## config.mk

```make
export PLATFORM = sky130hd
export DESIGN_NAME = control_fsm
export DESIGN_NICKNAME = d
export VERILOG_FILES = /design/src/rtl/control_fsm.sv
export SDC_FILE = /design/constraint.sdc
export NUM_CORES = 1
export LEC_CHECK = 0
export ABC_AREA = 1
export BUFFER_PORTS_ARGS = -buffer_cell sky130_fd_sc_hd__buf_4
export CORE_MARGIN = 3
export CORE_UTILIZATION = 47
export DETAILED_ROUTE_END_ITERATION = 12
export PLACE_DENSITY = 0.75
export SYNTH_ARGS = -nofsm -noshare
export SYNTH_HDL_FRONTEND = slang
export SYNTH_SLANG_ARGS = --single-unit
```

## constraint.sdc

```tcl
create_clock -name clk -period 1.8 [get_ports clk]
set_input_delay 0.18 -clock clk [delete_from_list [all_inputs] [get_ports clk]]
set_output_delay 0.18 -clock clk [all_outputs]
set_load 0.05 [all_outputs]
```

## src/rtl/control_fsm.sv

```systemverilog
// Sequencer for a 16-register datapath with an add/sub ALU.
// Decodes MV, MVI, ADD and SUB into per-step bus and load controls.
module control_fsm (
  input  logic        clk,
  input  logic        reset,
  input  logic        run,
  input  logic [15:0] instr,
  output logic [4:0]  mux_sel,
  output logic [15:0] reg_load,
  output logic        a_load,
  output logic        g_load,
  output logic        alu_sub,
  output logic        busy,
  output logic        done,
  output logic        illegal
);

  typedef enum logic [1:0] {
    IDLE,
    T1,
    T2,
    T3
  } state_e;

  typedef struct packed {
    logic [4:0]  mux_sel;
    logic [15:0] reg_load;
    logic        a_load;
    logic        g_load;
    logic        alu_sub;
    logic        busy;
    logic        done;
    logic        illegal;
  } ctl_t;

  localparam logic [4:0] SEL_G   = 5'd17;
  localparam logic [4:0] SEL_DIN = 5'd18;

  state_e      state_q, state_d;
  logic [15:0] ir_q, ir_d;
  ctl_t        ctl_q, ctl_d;

  // Controls for a step are a pure function of (state, IR); they are
  // computed from the next-state values so the outputs can be registered.
  function automatic ctl_t decode(
    input state_e      st,
    input logic [15:0] ir
  );
    ctl_t        c;
    logic [3:0]  op;
    logic [4:0]  rx1;
    logic [4:0]  ry1;
    logic [15:0] rx_oh;
    c     = '0;
    op    = ir[15:12];
    rx1   = {1'b0, ir[11:8]} + 5'd1;
    ry1   = {1'b0, ir[7:4]} + 5'd1;
    rx_oh = 16'd1 << ir[11:8];
    c.busy = (st != IDLE);
    unique case (st)
      IDLE: c = '0;
      T1: begin
        case (op)
          4'h0: begin
            c.mux_sel  = ry1;
            c.reg_load = rx_oh;
            c.done     = 1'b1;
          end
          4'h1: begin
            c.mux_sel  = SEL_DIN;
            c.reg_load = rx_oh;
            c.done     = 1'b1;
          end
          4'h2, 4'h3: begin
            c.mux_sel = rx1;
            c.a_load  = 1'b1;
          end
          default: begin
            c.done    = 1'b1;
            c.illegal = 1'b1;
          end
        endcase
      end
      T2: begin
        c.mux_sel = ry1;
        c.g_load  = 1'b1;
        c.alu_sub = op[0];
      end
      T3: begin
        c.mux_sel  = SEL_G;
        c.reg_load = rx_oh;
        c.done     = 1'b1;
      end
    endcase
    return c;
  endfunction

  always_comb begin
    state_d = state_q;
    ir_d    = ir_q;
    unique case (state_q)
      IDLE: begin
        if (run) begin
          state_d = T1;
          ir_d    = instr;
        end
      end
      T1: state_d = (ir_q[15:13] == 3'b001) ? T2 : IDLE;
      T2: state_d = T3;
      T3: state_d = IDLE;
    endcase
    ctl_d = decode(state_d, ir_d);
  end

  always_ff @(posedge clk or posedge reset) begin
    if (reset) begin
      state_q <= IDLE;
      ir_q    <= '0;
      ctl_q   <= '0;
    end else begin
      state_q <= state_d;
      ir_q    <= ir_d;
      ctl_q   <= ctl_d;
    end
  end

  assign mux_sel  = ctl_q.mux_sel;
  assign reg_load = ctl_q.reg_load;
  assign a_load   = ctl_q.a_load;
  assign g_load   = ctl_q.g_load;
  assign alu_sub  = ctl_q.alu_sub;
  assign busy     = ctl_q.busy;
  assign done     = ctl_q.done;
  assign illegal  = ctl_q.illegal;

endmodule

```

Word level (Yosys, flattened, before mapping). Cells that the tools add are included.

Equality and inequality tests: 10. Shift-type cells: 1. Add/subtract/negate cells: 2. Reductions and logical operators: 8. Multiplexer cells: 17.

Operators by type and width (number): 16-bit 2-to-1 mux (3); 16-bit case mux with 2 select lines (1); 5-bit case mux with 4 select lines (1); 1-bit by 4-bit << shifter with 16-bit output, first input constant (1); 5-bit case mux with 3 select lines (1); 4-bit by 1-bit adder with 5-bit output, second input constant (2); 2-bit equality test, second input constant (4); 4-bit by 2-bit equality test with 1-bit output, second input constant (2); 2-bit case mux with 4 select lines (1); 1-bit 2-to-1 mux (6); 2-bit 2-to-1 mux (3); 2-bit by 1-bit equality test with 1-bit output, second input constant (2); 4-bit by 1-bit equality test with 1-bit output, second input constant (1); 2-bit zero test (2); 4-bit zero test (1); 2-bit OR reduction (2); 4-bit OR reduction (1); 3-bit by 1-bit equality test with 1-bit output, second input constant (1); 1-bit case mux with 2 select lines (1); 2-bit AND reduction (1); 2-bit nonzero test (1).

Output and inout port bits: 27. Logic and storage cells: 49. Bits in registers: 45. Input port bits: 19.

Depth between registers and ports, before layout. Gate-level depths: netlist of run 1.

Word-level depth: 6. Depth in mapped cells: 12. Depth with buffers taken out: 11.

Least setup slack after synthesis of run 1. OpenSTA, ideal clock, no wires.

Path type: register -> register. Start point: reg state_q[0]. End point: reg ctl_q, in the netlist mux_sel[2]. Arrival time: 1.723 ns. Buffers on the path: 1. Cell stages (with the launch flop): 10. Path slack: 0.012 ns. Library setup time: 0.065 ns. Data required time: 1.735 ns. Clock period less this slack: 1.788 ns. Path through: dfrtp_1 nor2_4 nand2_4 buf_4 nand2_1 nand2_1 ha_1 ha_1 nand3b_1 nand2_1.

RTL lines: start: declaration (RTL line 39) `state_e state_q, state_d;`; start signal: assignment (RTL line 121) `state_q <= state_d;`; end signal: assignment (RTL line 123) `ctl_q <= ctl_d;`; end: declaration (RTL line 41) `ctl_t ctl_q, ctl_d;`.

==> reports/metrics.yaml, run 1 <==
placement:
  gp_congestion: 0.839
  dp_cells: 282
  port_buffers: 41
  hpwl_um: 2650
setup_path:
  r2r_start: "state_q[1]"
  startpoint: "state_q[1]"
  end_kind: "flip-flop"
  cp_num_buf_inv: 1
  path_class: "flip-flop to flip-flop"
  cp.arrival_ps: 1910
  crit_top_cell: "nand2_1"
  worstPathCellList: "nor2_4 -> buf_12 -> nand3_1 -> nand2_1 -> ha_2 -> ha_1 -> nand3b_1 -> nand2_1"
  reg2reg_slack_ps: 130
  cp_data_required_time_ps: 2030
  crit_slowest_cell: "dfrtp_1"
  critPathMaxStageDelay_ps: 410
  crit_family: "simple AND/OR/NAND/NOR gates"
  cp-start-kind: "flip-flop"
  worstPathMaxFanout: 9
die:
  die_h_um: 67.5
  dieArea_um2: 4560
  std_cell_rows: 21
  core_um2: 3490
  ios: 46
  start_util_pct: 50.9
  die_w_um: 67.5
synth:
  ys_ff_latch: 41
  synthAdderAreaFrac_pct: 4.93
  synth_cells: 189
  muxShareOfSynthArea_pct: 0
  synth_nets: 215
  synth_area_per_cell_um2: 9.41
  synthSimpleGateAreaFrac_pct: 27.0
  netlist_area_um2: 1780
  synth-compound-area-share_pct: 4.22
  synth-xor-area-share_pct: 0
  synth_cell_types: 25
  synth_top_family_by_area: "simple AND/OR/NAND/NOR gates"
  ys.warnings.count: 0
  ys_seq_area_share_pct: 57.7
global_routing:
  grt_max_degree: 42
  grt_pass1_wl_um: 5850
  antenna_found_initial: 0
  overflow: 0
  track_usage_pct: 17.7
  grt_pass1_vias: 1272
timing:
  maxSlewViolCount: 0
  fin_setup_tns_ps: 0
  rsz0062_at_grt: "true"
  clock-skew-final_ps: 4.10
  fmax_mhz: 597
  hold_viol_final: 0
  maxSlewHeadroom_pct: 66.4
  period_needed_ps: 1670
  setup_viol: 0
  hold_slack_ps: 6.72
  period_share_pct: 93.0
  tightest_slew_ps: 504
clocking:
  cts_buffer_depth: 2
  htreeDepth: 2
  cts_tree: "built"
  cts-hold-fix-buffers: 0
  cts.sinks: 41
  clk_latency_ps: 290
  numCtsBuffers: 5
  clk_pin_slew_worst_paths_ps: 70
  clockRootBuffer: "clkbuf_8"
finish:
  diodes: 0
  areaGrowthSynthToFinish_pct: 29.5
  drive_gt1_share_pct: 30.9
  fin_nets: 269
  instances_no_fill: 289
outcome:
  outcome: "finished, final reports clean"
pwr:
  peakVddDrop_uv: 890
  p_leak_nw: 1.26
  p_per_area_nw_per_um2: 1590
routing:
  finalWirelength_um: 3510
  dr.pass1.iters: 4
  vias_per_cell: 4.80
  dr.first_iter.drc_count: 91
  via_count: 1387
  wl_per_cell_um: 12.1
  remaining_drc_errors: 0
  ant_nets: 0
min_path:
  hold_path.class: "input port to async pin"
job:
  cap_violations: 0
-- cells in the mapped netlist --
cell      instances  share of area, %
buf_6             1              0.63
or2_1             1              0.35
nand2_1          45               9.5
inv_1            19               4.0
nor2_4            2               1.3
dfrtp_1          41                58
nor2_2            2              0.70
o21ai_1           4               1.1
a21oi_2           1              0.49
nand2_2           5               1.8
a21oi_1           1              0.28
nand3_1          19               5.3
o21ai_2           1              0.49
nand3b_1          3               1.3
nand2_4           1              0.63
o21ai_4           1              0.92
nor2_1           19               4.0
a31oi_1           1              0.35
nor3_1            5               1.4
buf_2             1              0.28
o21ai_0           2              0.56
inv_2             4              0.84
nand4_1           2              0.70
ha_1              7               4.9
buf_4             1              0.42
-- repair_timing --
item,CTS,global route
gates resized for setup,0,4
setup buffers,0,0
setup endpoints to repair,0,9
-- routing by layer --
layer / track usage [%] / routed length (µm) / up-vias / share of wire [%]
li1: - / - / 698 / -
met1: 24.6 / 1630 / 636 / 46
met2: 25.5 / 1580 / 48 / 45
met3: 5.16 / 223 / 5 / 6.4
met4: 8.35 / 76 / 0 / 2.2
met5: 0 / 0 / - / 0
-- final timing paths --
kind / cells after the start / endpoint
max in group asynchronous: 3 / reg_load[8]
worst max-delay path: 8 / mux_sel[2]
worst min register to register: 2 / ir_q[8]
min in group clk: 3 / ir_q[7]
worst min-delay path: 3 / reg_load[12]
worst max register to register: 8 / mux_sel[2]
-- metrics by stage --
step	area (µm²)	utilization, %	power [mW]	setup slack, ps
detailed placement	2200	62.9	3.05	96.5
CTS	2290	65.4	3.64	67.5
finish	2300	65.9	3.66	125
floorplan	1780	-	2.47	12.1
global route	2300	65.9	3.91	-19.4
global placement	2200	62.9	3.00	126
-- logic make-up after synthesis --
kind of cell | Yosys count
DFF | 41
buffers and inverters | 26
adders and majority gates | 7
and+or+nand+nor | 104
AOI/OAI and AO/OA | 11
-- worst register-to-register path: cells and delay by family (launching register included) --
family / cells / cell delay (ps)
fa+ha+maj: 2 / 450
buf+inv: 1 / 140
flops: 1 / 410
simple gates: 5 / 620
-- flip-flops by register name, indices dropped and copies added, names as in the netlist --
name / cells
reg_load: 16
ir_q: 12
mux_sel: 5
state_q: 2
a_load: 1
alu_sub: 1
busy: 1
done: 1
g_load: 1
illegal: 1
-- layout by cell type (no fill, tap or decap), drive strengths merged --
cell | synthesis | routed
nand3 | 19 | 19
or2 | 1 | 1
a31oi | 1 | 1
clkbuf | 0 | 7
nand4 | 2 | 2
nand2 | 51 | 51
nor3 | 5 | 5
ha | 7 | 7
nor2 | 23 | 23
dfrtp | 41 | 41
nand3b | 3 | 3
o21ai | 8 | 8
inv | 23 | 23
a21oi | 2 | 2
buf | 3 | 50
-- final cells by class --
| type | count | area (µm²) |
|---|---|---|
| clock buffer | 7 | 86.3 |
| timing repair buffer | 50 | 392 |
| tap | 46 | 57.6 |
| fill | 315 | 1190 |
| multi-input combinational | 122 | 654 |
| sequential | 41 | 1030 |
| inverter | 23 | 86.3 |
-- report_power, final --
group / total (mW) / switching [mW] / internal, mW
registers: 1.24 / 0.0874 / 1.16
logic: 1.83 / 1.22 / 0.608
clock network: 0.590 / 0.286 / 0.304
total: 3.66 / 1.59 / 2.07
Power figures use the tool's default switching activity.
==> run 2: changes to the inputs <==
==> constraint.sdc (replaced) <==
create_clock -name clk -period 1.8 [get_ports clk]
set_input_delay 0.36 -clock clk [delete_from_list [all_inputs] [get_ports clk]]
set_output_delay 0.36 -clock clk [all_outputs]
set_load 0.05 [all_outputs]
==> reports/metrics.yaml, run 2 (synthesis gave the netlist of run 1 again) <==
min_path:
  hold_path.class: "input port to async pin"
setup_path:
  reg2reg_depth: 10  # +2
  worstPathCellList: "nor2_4 -> buf_12 -> nand3_1 -> nand2_2 -> inv_1 -> ha_1 -> nand2_1 -> nand2_1 -> nand2_1 -> nand2_1"
  critPathMaxStageDelay_ps: 410  # about the same
  cp_data_required_time_ps: 1990  # -40 ps
  worstPathMaxFanout: 9  # unchanged
  cp.arrival_ps: 1840  # -70 ps
  crit_slowest_cell: "dfrtp_1"
  cp_num_buf_inv: 2  # +1
  end_kind: "flip-flop"
  cp-start-kind: "flip-flop"
  reg2reg_slack_ps: 140  # +20 ps
  crit_top_cell: "nand2_1"
  r2r_start: "state_q[1]"
  crit_family: "simple AND/OR/NAND/NOR gates"
  r2r_end: "mux_sel[1]"
  startpoint: "state_q[1]"
  path_class: "flip-flop to flip-flop"
pwr:
  seqPwrFrac_pct: 33.3  # -0.7 points
  internal_power_mw: 2.13  # +2.9%
  power_mw: 3.74  # +2.0%
  p_leak_nw: 1.28  # +1.2%
  p_clk_share_pct: 17.3  # +1.2 points
  combinationalPowerShare_pct: 49.5  # -0.4 points
  peakVddDrop_uv: 901  # +1.3%
  p_per_area_nw_per_um2: 1610  # +0.99%
  switching_share_pct: 43.0  # -0.49 points
  power.net_switching_mw: 1.61  # +0.83%
finish:
  seq_area_um2: 1030  # unchanged
  layout_common_cells: "buf_4, nand2_1, dfrtp_1"
  fill_cells: 296  # -6.0%
  largest_reg_flops: 16  # unchanged
  diodes: 0  # unchanged
  final_common_cell: "buf_4"
  fin_nets: 270  # +0.37%
  areaGrowthSynthToFinish_pct: 30.8
  multiInputGateArea_um2: 654  # unchanged
  utilization_pct: 66.5  # +0.64 points
  drive_gt1_share_pct: 31.8  # +0.97 points
placement:
  hpwl_um: 2620  # -0.92%
  gp_congestion: 0.863  # +2.9%
  port_buffers: 41  # unchanged
timing:
  period_share_pct: 92.0  # -1.0 points
  period_needed_ps: 1660  # -18.1 ps
  setup_viol: 0  # unchanged
  fmax_mhz: 604  # +1.1%
  clock-skew-final_ps: 5.49  # +1.39 ps
  rsz0062_at_grt: "false"
  hold_viol_final: 0  # unchanged
  tightest_slew_ps: 490  # -14.0 ps
  fin_setup_tns_ps: 0  # unchanged
  maxSlewHeadroom_pct: 67.3  # +0.94 points
  maxSlewViolCount: 0  # unchanged
die:
  dieArea_um2: 4560  # unchanged
  ios: 46  # unchanged
  die_w_um: 67.5  # unchanged
  core_um2: 3490  # unchanged
  die_h_um: 67.5  # unchanged
  start_util_pct: 50.9  # unchanged
  std_cell_rows: 21  # unchanged
routing:
  met1_length_um: 1630  # +0.37%
  ant_nets: 0  # unchanged
  vias_per_cell: 4.72  # -1.7%
  finalWirelength_um: 3440  # -1.7%
  wl_per_cell_um: 11.8  # -2.4%
  dr.first_iter.drc_count: 61  # -33%
  route.met3.wl_um: 195  # -13%
  remaining_drc_errors: 0  # unchanged
  dr.pass1.iters: 4  # unchanged
  maxUsedRoutingLayer: "met4"
  via_count: 1373  # -1.0%
  wl_met2_um: 1550  # -1.9%
job:
  cap_violations: 0  # unchanged
global_routing:
  grt_pass1_wl_um: 5670  # -3.1%
  track_usage_pct: 17.1  # -0.61 points
  grt_max_degree: 42  # unchanged
  antenna_found_initial: 0  # unchanged
  overflow: 0  # unchanged
  grt_pass1_vias: 1229  # -3.4%
clocking:
  cts-hold-fix-buffers: 0  # unchanged
  clockRootBuffer: "clkbuf_8"
  cts.sinks: 41  # unchanged
  clk_latency_ps: 290  # about the same
  htreeDepth: 2  # unchanged
  cts_tree: "built"
  cts_buffer_depth: 2  # unchanged
  clk_pin_slew_worst_paths_ps: 70  # about the same
  numCtsBuffers: 5  # unchanged
outcome:
  outcome: "finished, final reports clean"
[run 2: how the worst max path moves through the flow]
stage                         to  slack [ps]  cells after the start
floorplan             mux_sel[2]          10                      9
global route        reg_load[11]          30                      8
finish                mux_sel[1]         140                     10
CTS                   mux_sel[2]          60                      8
global placement      mux_sel[2]         110                     10
detailed placement    mux_sel[2]          90                     10
[run 2: power groups by stage]
stage	logic, mW	clock network, mW	registers (mW)
floorplan	0.915	0	1.56
global placement	1.75	0	1.25
detailed placement	1.79	0	1.26
CTS	1.80	0.657	1.24
global route	2.03	0.697	1.27
finish	1.85	0.645	1.24
[run 2: cell type report]
type | count | area share [%]
clock buffers | 7 | 4.14
clock inverters | 1 | 0.215
inverters | 23 | 3.71
multi-input cells | 122 | 28.1
flip-flops and latches | 41 | 44.1
well taps | 46 | 2.48
repair buffers | 51 | 17.2
[run 2: metal layers]
metal  track usage (%)  vias to the layer above
met3              4.49                        7
li1                  -                      704
met4              6.84                        0
met2              24.1                       42
met5                 0                        -
met1              25.1                      620
[run 2: repair_timing]
item / 4_1_cts / 5_1_grt
setup endpoints to repair: 0 / 6
resized for setup: 0 / 4
setup buffers: 0 / 1
[run 2: metrics by stage]
stage / cells / area [µm²] / hold slack (ps) / setup WS [ps]
final: 291 / 2320 / 183 / 144
after global routing: 291 / 2320 / 253 / 27.6
after CTS: 290 / 2300 / 192 / 59.6
after detailed placement: 282 / 2200 / 506 / 89.3
after global placement: 282 / 2200 / 498 / 107
after floorplan: 189 / 1780 / 468 / 12.1
[run 2: worst reg2reg max path: cells and delay by family (launching register included)]
family                   cells  cell delay (ps)
adder cells (fa/ha/maj)      1              310
AND/OR/NAND/NOR              7              600
buffers and inverters        2              220
flip-flops                   1              410
==> run 3: changes to the inputs <==
CORE_MARGIN = 8   (was 3)
CTS_CLUSTER_SIZE = 12   (was unset)
==> reports/metrics.yaml, run 3 (synthesis gave the netlist of run 1 again) <==
setup_path:
  cp-start-kind: "flip-flop"
  reg2reg_depth: 10  # unchanged
  end_kind: "flip-flop"
  cp_data_required_time_ps: 2030  # +40 ps
  path_class: "flip-flop to flip-flop"
  cp.arrival_ps: 1900  # +60 ps
  r2r_start: "state_q[1]"
  reg2reg_slack_ps: 130  # about the same
  worstPathMaxFanout: 10  # +1
  r2r_end: "mux_sel[2]"
finish:
  drive_gt1_share_pct: 33.5  # +1.6 points
  fin_nets: 274  # +1.5%
  utilization_pct: 63.7  # -2.9 points
  final_common_cell: "buf_4"
  layout_common_cells: "buf_4, nand2_1, dfrtp_1"
  areaGrowthSynthToFinish_pct: 31.1
  finalInstanceArea_um2: 2330  # +0.27%
  diodes: 0  # unchanged
  largest_reg_flops: 16  # unchanged
die:
  dieArea_um2: 6010  # +32%
  core_um2: 3660  # +4.8%
  start_util_pct: 48.6  # -2.3 points
  die_w_um: 77.5  # +15%
  die_h_um: 77.5  # +15%
  ios: 46  # unchanged
  std_cell_rows: 22  # +4.8%
routing:
  ant_nets: 0  # unchanged
  finalWirelength_um: 3670  # +6.5%
  remaining_drc_errors: 0  # unchanged
  dr.first_iter.drc_count: 75  # +23%
  dr.pass1.iters: 4  # unchanged
  via_count: 1403  # +2.2%
  vias_per_cell: 4.74  # +0.46%
  wl_per_cell_um: 12.4  # +4.7%
placement:
  gp_congestion: 0.860  # -0.43%
  hpwl_um: 2930  # +12%
  dpl_cell_area_um2: 2200  # -0.11%
  port_buffers: 41  # unchanged
clocking:
  clk_pin_slew_worst_paths_ps: 70  # about the same
  htreeDepth: 2  # unchanged
  cts_buffer_depth: 2  # unchanged
  cts-hold-fix-buffers: 0  # unchanged
  cts_tree: "built"
  numCtsBuffers: 5  # unchanged
  clockRootBuffer: "clkbuf_8"
  clk_latency_ps: 290  # about the same
  cts.sinks: 41  # unchanged
timing:
  tightest_slew_ps: 478  # -11.7 ps
  fmax_mhz: 599  # -0.83%
  clock-skew-final_ps: 6.59  # +1.10 ps
  hold_slack_ps: 190  # +6.71 ps
  hold_viol_final: 0  # unchanged
  period_needed_ps: 1670  # +13.8 ps
  setup_viol: 0  # unchanged
  maxSlewHeadroom_pct: 68.1  # +0.78 points
  maxSlewViolCount: 0  # unchanged
  fin_setup_tns_ps: 0  # unchanged
  period_share_pct: 92.8  # +0.77 points
  rsz0062_at_grt: "true"
pwr:
  peakVddDrop_uv: 818  # -9.2%
  power.net_switching_mw: 1.59  # -0.98%
  p_clk_share_pct: 16.1  # -1.2 points
  p_leak_nw: 1.28  # about the same
  p_per_area_nw_per_um2: 1570  # -2.3%
  combinationalPowerShare_pct: 50.0  # +0.5 points
  seqPwrFrac_pct: 33.9  # +0.6 points
  switching_share_pct: 43.5  # +0.45 points
  internal_power_mw: 2.07  # -2.8%
global_routing:
  grt_pass1_wl_um: 6180  # +8.9%
  grt_max_degree: 42  # unchanged
  grt_pass1_vias: 1387  # +13%
  track_usage_pct: 12.7  # -4.4 points
  grt_use_met2_pct: 18.8  # -5.3 points
  top_usage_layer: "met2"
  use_met3_pct: 4.49  # about the same
  antenna_found_initial: 0  # unchanged
  overflow: 0  # unchanged
  met1_usage_pct: 16.5  # -8.6 points
job:
  cap_violations: 0  # unchanged
outcome:
  outcome: "finished, final reports clean"
min_path:
  hold_path.class: "input port to async pin"
## run 3: cell types whose count changed in the layout (fill, tap and decap cells not counted), sizes merged
cell      change
clkinv        -1
buf           +3
clkinvlp      +1
nand2         +1
clkbuf        -1
## run 3: metal layers
layer  wire length, µm  share of wire, %
met2              1690                46
met4                66               1.8
met1              1670                46
met3               241               6.6
met5                 0                 0
## run 3: power groups by stage
stage / combinational (mW) / sequential [mW] / clock, mW
2_1_floorplan: 0.915 / 1.56 / 0
3_3_place_gp: 1.71 / 1.25 / 0
3_5_place_dp: 1.74 / 1.26 / 0
4_1_cts: 1.74 / 1.24 / 0.612
5_1_grt: 2.04 / 1.26 / 0.651
6_report: 1.83 / 1.24 / 0.591
## run 3: through the flow
| step | cells | setup slack [ps] | total power, mW |
|---|---|---|---|
| detailed placement | 285 | 59.3 | 3.00 |
| global route | 296 | -19.8 | 3.95 |
| global placement | 285 | 84.2 | 2.96 |
| finish | 296 | 130 | 3.66 |
| CTS | 292 | 40.0 | 3.60 |
| floorplan | 189 | 12.1 | 2.47 |
## run 3: worst max-delay path by stage
stage / from / slack (ps) / end
after floorplan: state_q[0] / 10 / mux_sel[2]
after global placement: state_q[0] / 80 / mux_sel[2]
after detailed placement: state_q[0] / 60 / mux_sel[2]
after CTS: state_q[0] / 40 / mux_sel[2]
after global routing: state_q[1] / -20 / mux_sel[4]
final: state_q[1] / 130 / mux_sel[2]
## run 3: area by class of cell
type                            count  area [µm²]
Fill cell                         335        1330
Sequential cell                    41        1030
Multi-Input combinational cell    123         663
Timing Repair Buffer               54         405
Inverter                           23        86.3
Clock buffer                        6        82.6
Tap cell                           48        60.1
Clock inverter                      1        7.51
## run 3: critical path, stage by stage (launching register included)
cell and delay, ps:
dfrtp_1 410, nor2_4 220, nand2_4 90, buf_4 190
o21ai_4 200, nand2_1 90, nor2_2 110, nand2_1 80
nand2_1 70, nand3_1 70, nand2_1 70
## run 3: timing repair
| action | CTS | global route |
|---|---|---|
| buffers inserted | 0 | 3 |
| resized for setup | 0 | 5 |
| setup endpoints to repair | 0 | 5 |
